[src/rtl/alu_seq.sv]
// Sequential ALU: single-cycle logic/arith/shift ops, iterative shift-add multiply.
// Result, flags and Err are registered on the edge that enters DONE.
module alu_seq #(
    parameter int WIDTH = 16
) (
    input  logic             Clk,
    input  logic             Reset_n,
    input  logic             Start,
    input  logic [3:0]       Sel,
    input  logic [WIDTH-1:0] A,
    input  logic [WIDTH-1:0] B,
    output logic [WIDTH-1:0] Q,
    output logic             Done,
    output logic             Busy,
    output logic             Z,
    output logic             N,
    output logic             C,
    output logic             V,
    output logic             Err
);

    localparam int SW = $clog2(WIDTH);

    typedef enum logic [1:0] {IDLE, MUL, DONE} state_t;

    state_t               state, state_nxt;
    logic [2*WIDTH-1:0]   mcand, acc, acc_nxt;
    logic [WIDTH-1:0]     mplier;
    logic [SW-1:0]        cnt;
    logic                 last;

    logic [SW-1:0]        sh;
    logic [WIDTH:0]       t;
    logic signed [WIDTH:0] ts;
    logic [WIDTH-1:0]     res;
    logic                 rc, rv, rerr;

    assign Busy    = (state != IDLE);
    assign Done    = (state == DONE);
    assign sh      = B[SW-1:0];
    assign last    = (cnt == SW'(WIDTH - 1));
    assign acc_nxt = mplier[0] ? acc + mcand : acc;

    always_ff @(posedge Clk) begin
        if (!Reset_n) state <= IDLE;
        else          state <= state_nxt;
    end

    always_comb begin
        state_nxt = state;
        case (state)
            IDLE:    if (Start) state_nxt = (Sel == 4'd8) ? MUL : DONE;
            MUL:     if (last)  state_nxt = DONE;
            DONE:    state_nxt = IDLE;
            default: state_nxt = IDLE;
        endcase
    end

    // Single-cycle operations; the shift forms keep one extra bit to catch the bit shifted out
    always_comb begin
        res  = '0;
        rc   = 1'b0;
        rv   = 1'b0;
        rerr = 1'b0;
        t    = '0;
        ts   = '0;
        case (Sel)
            4'd0: res = '0;
            4'd1: begin
                t   = {1'b0, A} + {1'b0, B};
                res = t[WIDTH-1:0];
                rc  = t[WIDTH];
                rv  = (A[WIDTH-1] == B[WIDTH-1]) && (res[WIDTH-1] != A[WIDTH-1]);
            end
            4'd2: begin
                t   = {1'b0, A} - {1'b0, B};
                res = t[WIDTH-1:0];
                rc  = t[WIDTH];
                rv  = (A[WIDTH-1] != B[WIDTH-1]) && (res[WIDTH-1] != A[WIDTH-1]);
            end
            4'd3: res = A;
            4'd4: res = A ^ B;
            4'd5: res = A | B;
            4'd6: res = A & B;
            4'd7: begin
                t   = {1'b0, A} + {{WIDTH{1'b0}}, 1'b1};
                res = t[WIDTH-1:0];
                rc  = t[WIDTH];
                rv  = !A[WIDTH-1] && res[WIDTH-1];
            end
            4'd8: res = '0;
            4'd9: begin
                t   = {1'b0, A} << sh;
                res = t[WIDTH-1:0];
                rc  = t[WIDTH];
            end
            4'd10: begin
                t   = {A, 1'b0} >> sh;
                res = t[WIDTH:1];
                rc  = t[0];
            end
            4'd11: begin
                ts  = $signed({A, 1'b0}) >>> sh;
                res = ts[WIDTH:1];
                rc  = ts[0];
            end
            default: rerr = 1'b1;
        endcase
    end

    always_ff @(posedge Clk) begin
        if (!Reset_n) begin
            Q      <= '0;
            Z      <= 1'b0;
            N      <= 1'b0;
            C      <= 1'b0;
            V      <= 1'b0;
            Err    <= 1'b0;
            acc    <= '0;
            mcand  <= '0;
            mplier <= '0;
            cnt    <= '0;
        end else begin
            case (state)
                IDLE: if (Start) begin
                    if (Sel == 4'd8) begin
                        mcand  <= {{WIDTH{1'b0}}, A};
                        mplier <= B;
                        acc    <= '0;
                        cnt    <= '0;
                    end else begin
                        Q   <= res;
                        Z   <= (res == '0);
                        N   <= res[WIDTH-1];
                        C   <= rc;
                        V   <= rv;
                        Err <= rerr;
                    end
                end
                MUL: begin
                    acc    <= acc_nxt;
                    mcand  <= mcand << 1;
                    mplier <= mplier >> 1;
                    cnt    <= cnt + SW'(1);
                    if (last) begin
                        Q   <= acc_nxt[WIDTH-1:0];
                        Z   <= (acc_nxt[WIDTH-1:0] == '0);
                        N   <= acc_nxt[WIDTH-1];
                        C   <= |acc_nxt[2*WIDTH-1:WIDTH];
                        V   <= 1'b0;
                        Err <= 1'b0;
                    end
                end
                default: ;
            endcase
        end
    end

endmodule

[config.mk]
export PLATFORM = sky130hd
export DESIGN_NAME = alu_seq
export DESIGN_NICKNAME = d
export VERILOG_FILES = /design/src/rtl/alu_seq.sv
export SDC_FILE = /design/constraint.sdc
export NUM_CORES = 1
export LEC_CHECK = 0
export ABC_CLOCK_PERIOD_IN_PS = 10210
export CORE_ASPECT_RATIO = 0.9
export CORE_MARGIN = 2
export CORE_UTILIZATION = 43
export CTS_CLUSTER_DIAMETER = 40
export DETAILED_ROUTE_END_ITERATION = 8
export HOLD_SLACK_MARGIN = 0.15
export PLACE_DENSITY_LB_ADDON = 0.08
export REMOVE_ABC_BUFFERS = 1
export SYNTH_ARGS = -nofsm -noshare
export SYNTH_HDL_FRONTEND = slang
export SYNTH_SLANG_ARGS = --single-unit
[constraint.sdc]
create_clock -name Clk -period 10.21 [get_ports Clk]
set_input_delay 1.021 -clock Clk [delete_from_list [all_inputs] [get_ports Clk]]
set_output_delay 1.021 -clock Clk [all_outputs]
set_load 0.01 [all_outputs]
==> metrics, run 1 <==
status=completed; Main synth FF type=dfxtp_1; area grow syn2layout=8.96%; hold wc startpoint=Q[4]$_SDFFE_PN0P_; sequential-to-total area share from yosys stat=0.190; CTS H-tree depth=3; Leakage=4.76 nW; DR pass1 iterations=6; post-synthesis cell area=11,200 um2; unrepaired setup endpoints after global routing=false; post_cts resized=0; TritonCTS Buffers=9; first-pass GRT wire length=61,100 um; later-pin clock latency in the skew report=380 ps; P_int=726 uW; worst r2r src=mcand[0]$_SDFFE_PN0P_; hold path depth=2; PD cells=93.8 nW/um2; Final Setup Violations=0; Post-synth ARST share=0; switching power total=415 uW; worst rel slew slack=0.291; combinational power share=0.295; Initial Util=0.441; adder-cell share of the synthesized area=0.102; synthesized area per cell=7.47 um2; GP Congestion=1.05; Max Cap Violations=0; WS Path Type=in2reg; full die area=27,300 um2; Tcrit/Tclk final=0.474; crit path from=B[3]; # nets final=1,595; commonest cells after routing, fill and taps aside=nand2_1 (164), nor2_1 (146), a21oi_1 (120), dfxtp_1 (105), o21ai_0 (96); area fraction in compound gates after synthesis=0.293; Max Root-Sink Buffers=2; CP arrival=5110 ps; switch share=0.364; GR Overflow Total=0; Synth top area share=0.190; clock sink total=106; width of the chip=174 um; Fmax=0.207 GHz; Remaining DRCs=0; simple-gate share of the synthesized area=0.223; DPL Wire Length=29,300 um; GRT Util Overall=0.287; DR vias=11,473; share of layout cells above drive strength 1=0.0645; Max VDD drop=0.0000727 V; I/O pin count=62; port bufs=61; Clk network pwr share=0.328; DIE HEIGHT=157 um; Mapped Cells=1,494; CTS tree=done; DRT antenna net count=0; xor/xnor share of the synthesized area=0.0298; Synth cell types=94; mux share of post-synthesis cell area=0.0956; Reg2Reg Setup Slack=6100 ps; antenna violations before repair=1; Worst R2R End=C$_SDFFE_PN0P_; setup TNS=0 ps; fin. max-slew vios=0; final WL=39,700 um; Seq pwr share=0.377; Clock Tree Root=clkbuf_16; fin crit period=4840 ps; Cell Rows=55; post-synthesis sequential element count=106; number of global-route vias before repair=10,403; R2R depth=12; core area=25,300 um2; hold path endpoint=Q[4]$_SDFFE_PN0P_; largest net degree at the start of global routing=81; clk_skew=15.1 ps; Total Power=1.14 mW; postcts setup bufs=0; leading area contributor after synthesis=dfxtp_1; largest family of logic cells by synthesized area=compound AO/OA/AOI/OAI gates; Req. time, crit path=10,480 ps; Synth area leaders=dfxtp_1 (19%), ha_1 (9.6%), nand2_1 (5.5%); hold bufs inserted after CTS=0; DR iter-0 viols=1,249; Avg Vias per Cell=6.32; Worst Setup End Kind=flop; WL per Instance=21.8 um; most common cell after layout, fill and taps aside=nand2_1; Tightest Pin Transition=1060 ps; Reg clk slew, reported paths=90 ps; final hold vios=0; critical path fanouts, max=31; Warnings, synthesis=0; Post-synth EDFFs=0; Setup crit start kind=primary input; hold crit path type=reg2reg
## state kept, by name (all words and copies together), names as in the netlist
| register | flops |
|---|---|
| acc | 32 |
| mcand | 32 |
| Q | 16 |
| mplier | 16 |
| cnt | 4 |
| state | 2 |
| C | 1 |
| Err | 1 |
| V | 1 |
| Z | 1 |
## routing by layer
layer / routed length, um / vias to the layer above / track usage
met2: 17400 / 484 / 0.445
met1: 18300 / 5442 / 0.408
met4: 942 / 0 / 0.0844
met5: 0 / - / 0
li1: - / 5488 / -
met3: 2980 / 59 / 0.0476
## critical path: stages
cell             delay [ps]
clkdlybuf4s50_1         460
buf_4                   310
clkinv_1                450
ha_1                    570
or4_1                   630
a21oi_1                 270
nor3_1                  110
o221a_2                 260
o211ai_1                300
nor4_1                   80
and4_1                  220
and4_1                  190
a32o_1                  240
## through the flow
| stage | hold WS, ps | setup WS (ps) | cells | util | instance area, um2 |
|---|---|---|---|---|---|
| after floorplan | 445 | 5840 | 1376 | - | 10700 |
| after CTS | 454 | 5490 | 1814 | 0.480 | 12200 |
| after detailed placement | 443 | 5090 | 1798 | 0.468 | 11900 |
| after global placement | 439 | 5160 | 1798 | 0.468 | 11900 |
| final | 453 | 5370 | 1815 | 0.480 | 12200 |
| after global routing | 478 | 5190 | 1814 | 0.480 | 12200 |
## worst max path at each step
stage / to / slack [ps] / depth (start not counted)
2_1_floorplan: Z$_SDFFE_PN0P_ / 5840 / 10
3_3_place_gp: Z$_SDFFE_PN0P_ / 5160 / 13
3_5_place_dp: Z$_SDFFE_PN0P_ / 5090 / 13
4_1_cts: Z$_SDFFE_PN0P_ / 5490 / 13
5_1_grt: Z$_SDFFE_PN0P_ / 5190 / 13
6_report: Z$_SDFFE_PN0P_ / 5370 / 13
## logic make-up after synthesis
family,after synthesis
buf+inv,181
compound gates,486
fa+ha+maj,89
xor+xnor,38
mux,70
flops,106
simple gates,524
## power by group through the flow
stage	logic, mW	clock network, mW	registers (mW)
2_1_floorplan	0.186	0	0.441
3_3_place_gp	0.328	0	0.440
3_5_place_dp	0.326	0	0.440
4_1_cts	0.328	0.384	0.431
5_1_grt	0.361	0.398	0.432
6_report	0.336	0.374	0.431
## final cells by class
cell class	count	area, um2
clock buffer	9	225
fill	2676	13200
multi-input combinational	1207	8330
sequential	106	2120
inverter	63	236
antenna	1	2.50
tap	342	428
clock inverter	7	75.1
timing repair buffer	80	738
## synthesized netlist by cell type, types with 10 or more instances
library cell and instances:
nand2_1 164, nor2_1 146, a21oi_1 120, dfxtp_1 106
o21ai_0 96, clkbuf_1 87, ha_1 86, nand3_1 60
inv_1 59, o211ai_1 38, nor3_1 36, mux2i_1 32
a21o_1 26, xnor2_1 24, mux4_2 23, a22oi_1 21
nor2b_1 18, a211oi_1 17, a31oi_1 17, o21bai_1 15
buf_1 14, or3_1 14, xor2_1 14, nand2b_1 13
o22ai_1 13, mux2_2 11, nor4_1 11, a221o_1 10
a221oi_1 10, buf_2 10, nand4_1 10, o221ai_1 10
Power figures use the tool's default switching activity.
==> inputs of run 2 (changes only) <==
--- a/config.mk
+++ b/config.mk
@@ -5,7 +5,7 @@
 export SDC_FILE = /design/constraint.sdc
 export NUM_CORES = 1
 export LEC_CHECK = 0
-export ABC_CLOCK_PERIOD_IN_PS = 10210
+export ABC_CLOCK_PERIOD_IN_PS = 4900
 export CORE_ASPECT_RATIO = 0.9
 export CORE_MARGIN = 2
 export CORE_UTILIZATION = 43
==> constraint.sdc (replaced) <==
create_clock -name Clk -period 4.9 [get_ports Clk]
set_input_delay 0.49 -clock Clk [delete_from_list [all_inputs] [get_ports Clk]]
set_output_delay 0.49 -clock Clk [all_outputs]
set_load 0.01 [all_outputs]
==> run 2 against run 1 <==
- design area rose by 2.4%
- first-iteration DRC count fell by 7.4%
- combinational power rose by 120%
- critical path depth rose by 1
- sequential cell count did not move
- critical endpoint is now Q[14]$_SDFFE_PN0P_
- largest cell class unchanged
- highest routed layer is now met5
==> metrics, run 2 (synthesis results as in run 1) <==
WL per Instance=22.3 um; full die area=27,300 um2; hold wc startpoint=Q[13]$_SDFFE_PN0P_; DR top layer=met5; PD cells=193 nW/um2; WS Path Type=in2reg; DPL Wire Length=31,200 um; final hold vios=0; Worst Setup End Kind=flop; Avg Vias per Cell=6.37; Tcrit/Tclk final=0.808; hold bufs inserted after CTS=0; CTS tree=done; Setup crit start kind=primary input; # nets final=1,630; Total Power=2.41 mW; DRT antenna net count=0; hold crit path type=reg2reg; DR pass1 iterations=5; Reg clk slew, reported paths=80 ps; commonest cells after routing, fill and taps aside=nand2_1 (164), nor2_1 (146), a21oi_1 (120), dfxtp_1 (105), o21ai_0 (96); Max Cap Violations=0; fin crit period=3960 ps; Remaining DRCs=0; Leakage=4.94 nW; clock sink total=106; Area after DPL=12,100 um2; DR WL met2=17,600 um; DR iter-0 viols=1,157; Max Root-Sink Buffers=2; Clock Tree Root=clkbuf_16; Met3 Routed Length=2980 um; status=completed; most common cell after layout, fill and taps aside=nand2_1; Final Setup Violations=0; first-pass GRT wire length=64,000 um; largest net degree at the start of global routing=81; Max VDD drop=0.000145 V; CTS H-tree depth=3; Initial Util=0.441; fin. max-slew vios=0; Final Non-Filler Cells=1,849; Fmax=0.252 GHz; # diodes=0; width of the chip=174 um; setup TNS=0 ps; Reg2Reg Setup Slack=1010 ps; dpl cells=1,833; number of global-route vias before repair=10,792; I/O pin count=62; Cell Rows=55; worst r2r src=mcand[0]$_SDFFE_PN0P_; DR vias=11,777; critical path fanouts, max=10; core area=25,300 um2; GR Overflow Total=0; Tightest Pin Transition=868 ps; worst rel slew slack=0.420; postcts setup bufs=0; CP arrival=4250 ps; port bufs=61; area grow syn2layout=11.5%; GP Congestion=0.995; unrepaired setup endpoints after global routing=false; post_cts resized=0; TritonCTS Buffers=9; wire length on met1=19,300 um; biggest regs=acc x32, mcand x32; Fillers=2,615; crit path from=A[0]; GRT Util Overall=0.301; Req. time, crit path=5190 ps; share of layout cells above drive strength 1=0.0863; later-pin clock latency in the skew report=370 ps; DIE HEIGHT=157 um; antenna violations before repair=1; clk_skew=11.3 ps; final WL=41,200 um; design area=12,400 um2
## run 2: cell count changes in the layout (fill, tap and decap cells not counted)
cell	before	now
inv_8	3	0
inv_6	0	1
diode_2	1	0
inv_12	1	0
bufinv_16	0	1
clkinv_4	2	3
clkinv_8	0	1
buf_4	19	53
buf_12	0	1
## run 2: worst max-delay path, stage by stage
cell	delay (ps)
clkdlybuf4s50_1	700
ha_1	340
inv_1	90
fa_1	420
nor2b_1	220
o31a_1	170
o21ai_0	160
or3_1	380
a31oi_1	280
a31o_2	230
mux2i_1	240
nor4_1	80
a211o_1	300
a21oi_1	140
## run 2: worst paths after layout
path | endpoint | depth (start not counted)
worst max-delay path | Q[14]$_SDFFE_PN0P_ | 14
worst min-delay path | Q[13]$_SDFFE_PN0P_ | 2
worst max register to register | C$_SDFFE_PN0P_ | 12
worst min register to register | Q[13]$_SDFFE_PN0P_ | 2
## run 2: per-stage QoR
stage / hold WS [ps] / setup WS, ps / util
2_1_floorplan: 445 / 535 / -
6_report: 453 / 939 / 0.492
3_3_place_gp: 439 / 832 / 0.479
4_1_cts: 454 / 982 / 0.492
5_1_grt: 486 / 729 / 0.492
3_5_place_dp: 444 / 690 / 0.479
## run 2: layer usage
layer,up-vias,global-route usage
li1,5552,-
met1,5653,0.436
met2,496,0.457
met3,74,0.0369
met4,2,0.107
met5,-,0
## run 2: where the power goes
group / leakage [nW] / total (mW) / internal, mW / switching, mW
Clock: 0.149 / 0.776 / 0.406 / 0.370
Combinational: 3.93 / 0.736 / 0.284 / 0.452
Sequential: 0.858 / 0.894 / 0.880 / 0.0143
## run 2: area by class of cell
type / count / area, um2 / share of cell area
sequential: 106 / 2120 / 0.171
timing repair buffer: 115 / 1010 / 0.0814
clock buffer: 9 / 225 / 0.0181
inverter: 63 / 236 / 0.0190
clock inverter: 7 / 88.8 / 0.00714
multi-input combinational: 1207 / 8330 / 0.669
tap: 342 / 428 / 0.0344
